### src/rtl/pipeline_pkg.sv
// Purpose: shared types and constants for the pipeline sequencing controller.
//   FWD_*    : ALU operand source selects (register file, MEM/WB, EX/MEM)
//   state_e  : hazard controller FSM encoding
//   hz_ctrl_t: bundle of pipeline gating/flush controls driven by hazard_ctrl
//   fwd_sel  : forwarding priority rule for one EX-stage source register
package pipeline_pkg;

  localparam int unsigned REG_W = 5;
  localparam int unsigned FWD_W = 2;

  localparam logic [FWD_W-1:0] FWD_REG = 2'b00;
  localparam logic [FWD_W-1:0] FWD_WB  = 2'b01;
  localparam logic [FWD_W-1:0] FWD_MEM = 2'b10;

  localparam logic [REG_W-1:0] REG_ZERO = 5'd0;

  typedef enum logic [1:0] {
    ST_RUN   = 2'd0,
    ST_STALL = 2'd1,
    ST_FLUSH = 2'd2
  } state_e;

  typedef struct packed {
    logic pc_write;
    logic ifid_write;
    logic idex_bubble;
    logic ifid_flush;
    logic idex_flush;
    logic exmem_flush;
  } hz_ctrl_t;

  // Free-running pipeline, load-use hold, and wrong-path flush control sets.
  localparam hz_ctrl_t CTRL_RUN   = '{pc_write: 1'b1, ifid_write: 1'b1, idex_bubble: 1'b0,
                                      ifid_flush: 1'b0, idex_flush: 1'b0, exmem_flush: 1'b0};
  localparam hz_ctrl_t CTRL_STALL = '{pc_write: 1'b0, ifid_write: 1'b0, idex_bubble: 1'b1,
                                      ifid_flush: 1'b0, idex_flush: 1'b0, exmem_flush: 1'b0};
  localparam hz_ctrl_t CTRL_FLUSH = '{pc_write: 1'b1, ifid_write: 1'b1, idex_bubble: 1'b0,
                                      ifid_flush: 1'b1, idex_flush: 1'b1, exmem_flush: 1'b1};

  // EX/MEM result is newer than MEM/WB, so it wins when both match; r0 never forwards.
  function automatic logic [FWD_W-1:0] fwd_sel(
    input logic [REG_W-1:0] src,
    input logic [REG_W-1:0] ex_rd,
    input logic             ex_we,
    input logic [REG_W-1:0] wb_rd,
    input logic             wb_we
  );
    if (ex_we && (ex_rd != REG_ZERO) && (ex_rd == src)) return FWD_MEM;
    if (wb_we && (wb_rd != REG_ZERO) && (wb_rd == src)) return FWD_WB;
    return FWD_REG;
  endfunction

endpackage

### src/rtl/forward_unit.sv
// Purpose: combinational EX-stage operand forwarding select.
//   idex_rs/idex_rt            : source registers of the instruction in EX
//   exmem_rd/exmem_regwrite    : destination/write-enable one stage ahead
//   memwb_rd/memwb_regwrite    : destination/write-enable two stages ahead
//   fwd_a/fwd_b                : ALU operand A/B source select
module forward_unit
  import pipeline_pkg::*;
(
  input  logic [REG_W-1:0] idex_rs,
  input  logic [REG_W-1:0] idex_rt,
  input  logic [REG_W-1:0] exmem_rd,
  input  logic             exmem_regwrite,
  input  logic [REG_W-1:0] memwb_rd,
  input  logic             memwb_regwrite,
  output logic [FWD_W-1:0] fwd_a,
  output logic [FWD_W-1:0] fwd_b
);

  assign fwd_a = fwd_sel(idex_rs, exmem_rd, exmem_regwrite, memwb_rd, memwb_regwrite);
  assign fwd_b = fwd_sel(idex_rt, exmem_rd, exmem_regwrite, memwb_rd, memwb_regwrite);

endmodule

### src/rtl/hazard_ctrl.sv
// Purpose: pipeline sequencing controller: load-use stall, taken-branch flush,
//   operand forwarding selects and saturating stall/flush event counters.
//   clk, rst_n                   : clock (rising edge), async active-low reset
//   ifid_rs/ifid_rt              : source registers of the instruction in IF/ID
//   idex_memread/idex_rs/idex_rt : load flag and registers of the instruction in ID/EX
//   exmem_rd/exmem_regwrite      : EX/MEM destination and write enable
//   memwb_rd/memwb_regwrite      : MEM/WB destination and write enable
//   mem_pcsrc                    : branch resolved taken in MEM this cycle
//   pc_write/ifid_write          : allow PC / IF/ID to update
//   idex_bubble                  : insert a nop into ID/EX
//   ifid_flush/idex_flush/exmem_flush : squash wrong-path instructions
//   fwd_a/fwd_b                  : ALU operand selects
//   stall_cnt/flush_cnt          : saturating event counters
//   state                        : FSM state for debug
// Gating/flush/forwarding outputs react to inputs in the same cycle.
module hazard_ctrl
  import pipeline_pkg::*;
#(
  parameter int unsigned LOAD_STALL   = 1,
  parameter int unsigned FLUSH_CYCLES = 1,
  parameter int unsigned CNT_W        = 16
) (
  input  logic             clk,
  input  logic             rst_n,
  input  logic [REG_W-1:0] ifid_rs,
  input  logic [REG_W-1:0] ifid_rt,
  input  logic             idex_memread,
  input  logic [REG_W-1:0] idex_rs,
  input  logic [REG_W-1:0] idex_rt,
  input  logic [REG_W-1:0] exmem_rd,
  input  logic             exmem_regwrite,
  input  logic [REG_W-1:0] memwb_rd,
  input  logic             memwb_regwrite,
  input  logic             mem_pcsrc,
  output logic             pc_write,
  output logic             ifid_write,
  output logic             idex_bubble,
  output logic             ifid_flush,
  output logic             idex_flush,
  output logic             exmem_flush,
  output logic [FWD_W-1:0] fwd_a,
  output logic [FWD_W-1:0] fwd_b,
  output logic [CNT_W-1:0] stall_cnt,
  output logic [CNT_W-1:0] flush_cnt,
  output logic [1:0]       state
);

  // Hold counter only ever stores (hold length - 1).
  localparam int unsigned MAX_HOLD = (LOAD_STALL > FLUSH_CYCLES) ? LOAD_STALL : FLUSH_CYCLES;
  localparam int unsigned CW       = (MAX_HOLD < 2) ? 1 : $clog2(MAX_HOLD);

  state_e           state_q, state_n;
  logic [CW-1:0]    cnt_q, cnt_n;
  logic [CNT_W-1:0] stall_cnt_q, flush_cnt_q;
  logic             stall_inc, flush_inc;
  logic             load_use;
  hz_ctrl_t         ctrl;
  logic [FWD_W-1:0] fwd_a_raw, fwd_b_raw;

  forward_unit u_fwd (
    .idex_rs        (idex_rs),
    .idex_rt        (idex_rt),
    .exmem_rd       (exmem_rd),
    .exmem_regwrite (exmem_regwrite),
    .memwb_rd       (memwb_rd),
    .memwb_regwrite (memwb_regwrite),
    .fwd_a          (fwd_a_raw),
    .fwd_b          (fwd_b_raw)
  );

  assign load_use = idex_memread && (idex_rt != REG_ZERO) &&
                    ((idex_rt == ifid_rs) || (idex_rt == ifid_rt));

  // Next state, hold counter and same-cycle controls; taken branch overrides everything.
  always_comb begin
    state_n   = state_q;
    cnt_n     = cnt_q;
    ctrl      = CTRL_RUN;
    stall_inc = 1'b0;
    flush_inc = 1'b0;
    if (mem_pcsrc) begin
      ctrl      = CTRL_FLUSH;
      flush_inc = 1'b1;
      if (FLUSH_CYCLES > 1) begin
        state_n = ST_FLUSH;
        cnt_n   = CW'(FLUSH_CYCLES - 1);
      end else begin
        state_n = ST_RUN;
      end
    end else begin
      case (state_q)
        ST_RUN: begin
          if (load_use) begin
            ctrl      = CTRL_STALL;
            stall_inc = 1'b1;
            if (LOAD_STALL > 1) begin
              state_n = ST_STALL;
              cnt_n   = CW'(LOAD_STALL - 1);
            end
          end
        end
        ST_STALL: begin
          ctrl      = CTRL_STALL;
          stall_inc = 1'b1;
          if (cnt_q == CW'(1)) state_n = ST_RUN;
          else                 cnt_n   = cnt_q - CW'(1);
        end
        ST_FLUSH: begin
          ctrl = CTRL_FLUSH;
          if (cnt_q == CW'(1)) state_n = ST_RUN;
          else                 cnt_n   = cnt_q - CW'(1);
        end
        default: state_n = ST_RUN;
      endcase
    end
    if (!rst_n) ctrl = CTRL_RUN;
  end

  always_ff @(posedge clk or negedge rst_n) begin
    if (!rst_n) begin
      state_q     <= ST_RUN;
      cnt_q       <= '0;
      stall_cnt_q <= '0;
      flush_cnt_q <= '0;
    end else begin
      state_q <= state_n;
      cnt_q   <= cnt_n;
      if (stall_inc && (stall_cnt_q != {CNT_W{1'b1}})) stall_cnt_q <= stall_cnt_q + CNT_W'(1);
      if (flush_inc && (flush_cnt_q != {CNT_W{1'b1}})) flush_cnt_q <= flush_cnt_q + CNT_W'(1);
    end
  end

  assign pc_write    = ctrl.pc_write;
  assign ifid_write  = ctrl.ifid_write;
  assign idex_bubble = ctrl.idex_bubble;
  assign ifid_flush  = ctrl.ifid_flush;
  assign idex_flush  = ctrl.idex_flush;
  assign exmem_flush = ctrl.exmem_flush;
  assign fwd_a       = rst_n ? fwd_a_raw : FWD_REG;
  assign fwd_b       = rst_n ? fwd_b_raw : FWD_REG;
  assign stall_cnt   = stall_cnt_q;
  assign flush_cnt   = flush_cnt_q;
  assign state       = state_q;

endmodule

### config.mk
export PLATFORM = sky130hd
export DESIGN_NAME = hazard_ctrl
export DESIGN_NICKNAME = d
export VERILOG_FILES = /design/src/rtl/pipeline_pkg.sv /design/src/rtl/forward_unit.sv /design/src/rtl/hazard_ctrl.sv
export SDC_FILE = /design/constraint.sdc
export NUM_CORES = 1
export LEC_CHECK = 0
export ABC_CLOCK_PERIOD_IN_PS = 4700
export BUFFER_PORTS_ARGS = -buffer_cell sky130_fd_sc_hd__clkbuf_2
export CAP_MARGIN = 20
export CORE_MARGIN = 2
export CORE_UTILIZATION = 52
export CTS_CLUSTER_DIAMETER = 30
export DETAILED_ROUTE_END_ITERATION = 10
export PLACE_DENSITY = 0.95
export SYNTH_ARGS = -nofsm -noshare
export SYNTH_HDL_FRONTEND = slang
export SYNTH_SLANG_ARGS = --single-unit
### constraint.sdc
create_clock -name clk -period 4.7 [get_ports clk]
set_input_delay 0.705 -clock clk [delete_from_list [all_inputs] [get_ports clk]]
set_output_delay 0.705 -clock clk [all_outputs]
set_load 0.1 [all_outputs]
# Word-level counts from Yosys, hierarchy flattened
# Cells that the tools add are included.
[word_totals] register_bits=35 inputBits=36 out_inout_bits=44 elab_cells=66
[op_classes] add_sub_neg=3 n_eq_ne=12 muxes=28 n_bitwise=1 n_reduce_logical=18
[ops] op="16-bit by 1-bit adder with 16-bit output, second input constant" count=2
[ops] op="16-bit inequality test, second input constant" count=2
[ops] op="5-bit equality test" count=6
[ops] op="2-bit two-way mux" count=12
[ops] op="6-bit two-way mux" count=3
[ops] op="6-bit case mux with 3 select lines" count=1
[ops] op="5-bit nonzero test" count=3
[ops] op="1-bit logical AND" count=10
[ops] op="1-bit two-way mux" count=10
[ops] op="2-bit case mux with 2 select lines" count=1
[ops] op="2-bit AND reduction" count=2
[ops] op="3-bit by 1-bit inequality test with 1-bit output, second input constant" count=1
[ops] op="2-bit by 1-bit equality test with 1-bit output, second input constant" count=1
[ops] op="2-bit equality test, second input constant" count=1
[ops] op="2-bit zero test" count=1
[ops] op="2-bit inequality test, second input constant" count=1
[ops] op="1-bit case mux with 2 select lines" count=1
[ops] op="2-bit OR reduction" count=1
[ops] op="1-bit logical OR" count=1
[ops] op="1-bit inverter" count=1
[ops] op="1-bit subtractor, second input constant" count=1

# Depth between registers and ports, before layout
[depth] word_depth=8 ltp_mapped=7 mapped_depth_nobuf=6

# Cells and area by module
# From an unflattened synthesis, not the netlist that was laid out.
[hier_totals] cells_unflattened=202 area_unflattened_um2=2082.0
[modules_own_cells] mod="hazard_ctrl" n_inst=1 cells_per_inst=168 area_per_inst_um2=1811.7 seq_area_each_um2=800.8
[modules_own_cells] mod="forward_unit" n_inst=1 cells_per_inst=34 area_per_inst_um2=270.3 seq_area_each_um2=0.0

# Least setup slack after synthesis
# No wires, ideal clock.
[synth_timing] path_type="input-to-output" start="input port exmem_rd[1]" end="output port fwd_a[0]" arrival_ps=4447 required_time_ps=3995 path_slack_ps=-452 cell_stages=4 path_buffers=0 cell_sequence="or4_1 -> o21ai_0 -> nor4_1 -> nor4_1"
[synth_via] elab_chain_cells=6 word_cells_on_any_way=7 cone_classes="eq/ne (1); mux (3); reduce/logical (3)"
[synth_lines] element="start, declared" line="hazard_ctrl.sv:30" source="input logic [REG_W-1:0] exmem_rd,"
[synth_lines] element="5-bit nonzero test" line="pipeline_pkg.sv:48" source="if (ex_we && (ex_rd != REG_ZERO) && (ex_rd == src)) return FWD_MEM;"
[synth_lines] element="1-bit logical AND" line="pipeline_pkg.sv:48"
[synth_lines] element="1-bit logical AND (*)" line="pipeline_pkg.sv:48"
[synth_lines] element="1-bit two-way mux (*)" line="pipeline_pkg.sv:48"
[synth_lines] element="2-bit two-way mux (*)" line="pipeline_pkg.sv:49" source="if (wb_we && (wb_rd != REG_ZERO) && (wb_rd == src)) return FWD_WB;"
[synth_lines] element="2-bit two-way mux (*)" line="hazard_ctrl.sv:139" source="assign fwd_a = rst_n ? fwd_a_raw : FWD_REG;"
[synth_lines] element="end, declared" line="hazard_ctrl.sv:41" source="output logic [FWD_W-1:0] fwd_a,"
# Mark *: on every way between the ends. The rest lies on a longest branch, timed or not.

# Worst setup path after layout
[layout_timing] start="input port idex_rt[0]" end="output port idex_bubble"
[layout_via] elab_chain_cells=7 word_cells_on_any_way=10 cone_classes="eq/ne (2); mux (4); reduce/logical (4)"
[layout_lines] element="start, declared" line="hazard_ctrl.sv:29" source="input logic [REG_W-1:0] idex_rt,"
[layout_lines] element="5-bit equality test or 5-bit nonzero test (tied branches)" line="hazard_ctrl.sv:72, hazard_ctrl.sv:71"
[layout_lines] element="1-bit logical OR or 1-bit logical AND (tied branches)" line="hazard_ctrl.sv:72, hazard_ctrl.sv:71"
[layout_lines] element="1-bit logical AND (*)" line="hazard_ctrl.sv:71" source="assign load_use = idex_memread && (idex_rt != REG_ZERO) &&"
[layout_lines] element="6-bit two-way mux (*)" line="hazard_ctrl.sv:93" source="if (load_use) begin"
[layout_lines] element="6-bit case mux with 3 select lines (*)" line="hazard_ctrl.sv:91" source="case (state_q)"
[layout_lines] element="6-bit two-way mux (*)" line="hazard_ctrl.sv:81" source="if (mem_pcsrc) begin"
[layout_lines] element="6-bit two-way mux (*)" line="hazard_ctrl.sv:116" source="if (!rst_n) ctrl = CTRL_RUN;"
[layout_lines] element="end, declared" line="hazard_ctrl.sv:37" source="output logic idex_bubble,"
# Marks and branches as above.

==> results.md <==
* WP data arrival at 2.49 ns
* Clock sink total at 32
* Total power at 1.06 mW
* Crit path capture type: output port
* RSZ-0062 raised after global routing: no
* Final setup violation count at 0
* Final setup TNS at 0 ns
* Most frequent cells in the layout: 77 x clkbuf_2, 43 x xnor2_1, 32 x dfrtp_1, 19 x nand3_1, 16 x xor2_1
* Top cell type's share of synthesized area at 0.400
* Peak per-stage delay on the critical path at 0.56 ns
* Area Overhead vs Synth at 23.8%
* First-pass GRT wire length at 7.64 mm
* Worst setup SP type: primary input
* Initial core utilization at 0.543
* Clk_lat worst skew at 0.28 ns
* Die area at 4360 um^2
* Buf/Inv on CP at 3
* Largest cells by area after synthesis: dfrtp_1 40%, xnor2_1 19%, xor2_1 7.0%, nand3_1 4.8%, nand4_1 4.1%
* Pin count of the biggest net entering global routing at 37
* Commonest non-fill, non-tap cell in the layout: clkbuf_2
* Max cap viols at 0
* Worst EP required at 3.99 ns
* Synth Instances at 202
* Final HPWL DP at 3.56 mm
* Setup ws final at 1.50 ns
* Layout cell share with drive strength beyond 1 at 0.344
* Slew Limit Headroom at 0.574
* Initial antenna violation count at 0
* Detailed Routing Iterations Pass 1 at 4
* Unique masters post-synth at 36
* CTS tree: done
* DP Worst Slack at 1.52 ns
* Worst Max-Slew Pin Slew at 0.638 ns
* Clk_skew at 0.00441 ns
* Ant diodes at 0
* # DRC at 0
* Worst VDD drop at 0.357 mV
* Max Root-Sink Buffers at 2
* Final Cycle Share at 0.680
* Slowest cell on the critical path: o22ai_2
* Largest area contributor in the netlist: dfrtp_1
* CTS Buf Count at 5
* Final ANT Viol Nets at 0
* Vias in the first global route at 1,687
* WL final at 4.52 mm
* Core area at 3690 um^2
* Fin nets at 313
* Worst-path cell chain: clkbuf_2, xnor2_1, nand3_1, o22ai_2, nand3_1, inv_1, clkbuf_2
* GRT Residual Overflow at 0
* Peak Freq at 313 MHz
* Register area share after synthesis at 0.400
* Rows at 22
* Initial drt markers at 68
* Warnings, synthesis at 0
* Horiz. Die Dim at 66.0 um
* Crit path max fanout at 16
* Root Driver: clkbuf_8
* Final hold violation count at 0
* DR vias at 1,755
* CP delay by family, top: buffers and inverters
* GP Congestion at 0.918
* Hold Buf Count CTS at 0
* PortBufs at 77
* Clock transition at path regs at 0.07 ns
* GRT Util Overall at 0.228
* LEAKAGE at 1.15 nW
* Chip height at 66.0 um
* Worst hold path type: in -> async
* PostCTS Resize Cnt at 0
* Mean area per synthesized cell at 9.91 um^2
* Min cycle time layout at 3.20 ns
* Register bit total from synthesis at 32
* Outcome: completed
* Routed length per instance at 14.0 um
* CP Class: in -> out
* Pwr dens at 428 nW/um^2
* Ports at 80
* Slew Viols, Final at 0
* Htree depth at 2
* Via density at 5.42
* Setup Fix Bufs, Post-CTS at 0
* Mapped cell area at 2000 um^2
-- power breakdown --
part           internal (mW)  switching, mW  total (mW)  leakage, nW
Combinational         0.0936          0.381       0.475        0.665
Clock                  0.117          0.102       0.219       0.0510
Sequential             0.314         0.0519       0.366        0.433
-- area by class of cell --
class                      instances  area [um^2]
timing repair buffer              78          393
fill                             312         1210
clock inverter                     2         10.0
clock buffer                       6         82.6
inverter                           3         11.3
multi-input combinational        155         1120
sequential                        32          801
tap                               48         60.1
-- registers in the layout (all words and copies together), names as in the netlist --
register and count:
stall_cnt 16, flush_cnt 16
-- cell families after synthesis --
kind of cell	Yosys count	synth area share
mux	2	0.0112
compound gates	8	0.0312
other cells	1	0.00187
flops	32	0.400
buf+inv	16	0.0487
fa+ha+maj	2	0.0125
xor+xnor	59	0.258
simple gates	82	0.236
-- path summary, 6_finish.rpt --
check	from	endpoint	slack [ns]	depth (start not counted)
hold reg to reg	stall_cnt[13]	stall_cnt[13]	0.50	1
setup / recovery	idex_rt[0]	idex_bubble	1.50	7
min in group clk	stall_cnt[13]	stall_cnt[13]	0.50	1
max in group asynchronous	rst_n	stall_cnt[0]	3.90	2
setup reg to reg	stall_cnt[0]	stall_cnt[1]	2.74	6
hold / removal	rst_n	stall_cnt[7]	0.49	2
-- synth_stat cells, drive strengths merged --
| library cell | n |
|---|---|
| or4 | 5 |
| o211ai | 1 |
| xnor2 | 43 |
| nand3 | 20 |
| a21oi | 1 |
| nor3 | 3 |
| o22ai | 1 |
| nand4 | 13 |
| nand4b | 1 |
| nor2b | 1 |
| nor4 | 6 |
| a41oi | 1 |
| o21ai | 2 |
| and3 | 6 |
| nand2b | 1 |
| o21a | 2 |
| and4 | 4 |
| nand3b | 1 |
| and2 | 4 |
| nand2 | 11 |
| mux2 | 2 |
| conb | 1 |
| buf | 9 |
| xor2 | 16 |
| nor2 | 6 |
| dfrtp | 32 |
| clkbuf | 4 |
| inv | 3 |
| ha | 2 |
-- per-layer routing --
layer / part of all wire / up-vias / track usage
li1: - / 852 / -
met4: 0.012 / 0 / 0.0816
met3: 0.054 / 6 / 0.0528
met5: 0 / - / 0
met2: 0.52 / 55 / 0.399
met1: 0.41 / 842 / 0.272
-- stage by stage --
step	area (um^2)	hold WS, ns	utilization	cells
floorplan	2020	0.409	-	203
global placement	2380	0.477	0.647	316
detailed placement	2380	0.494	0.647	316
CTS	2480	0.504	0.672	324
global route	2480	0.527	0.672	324
finish	2480	0.492	0.672	324
Note: power is estimated with default switching activity, not from simulation.
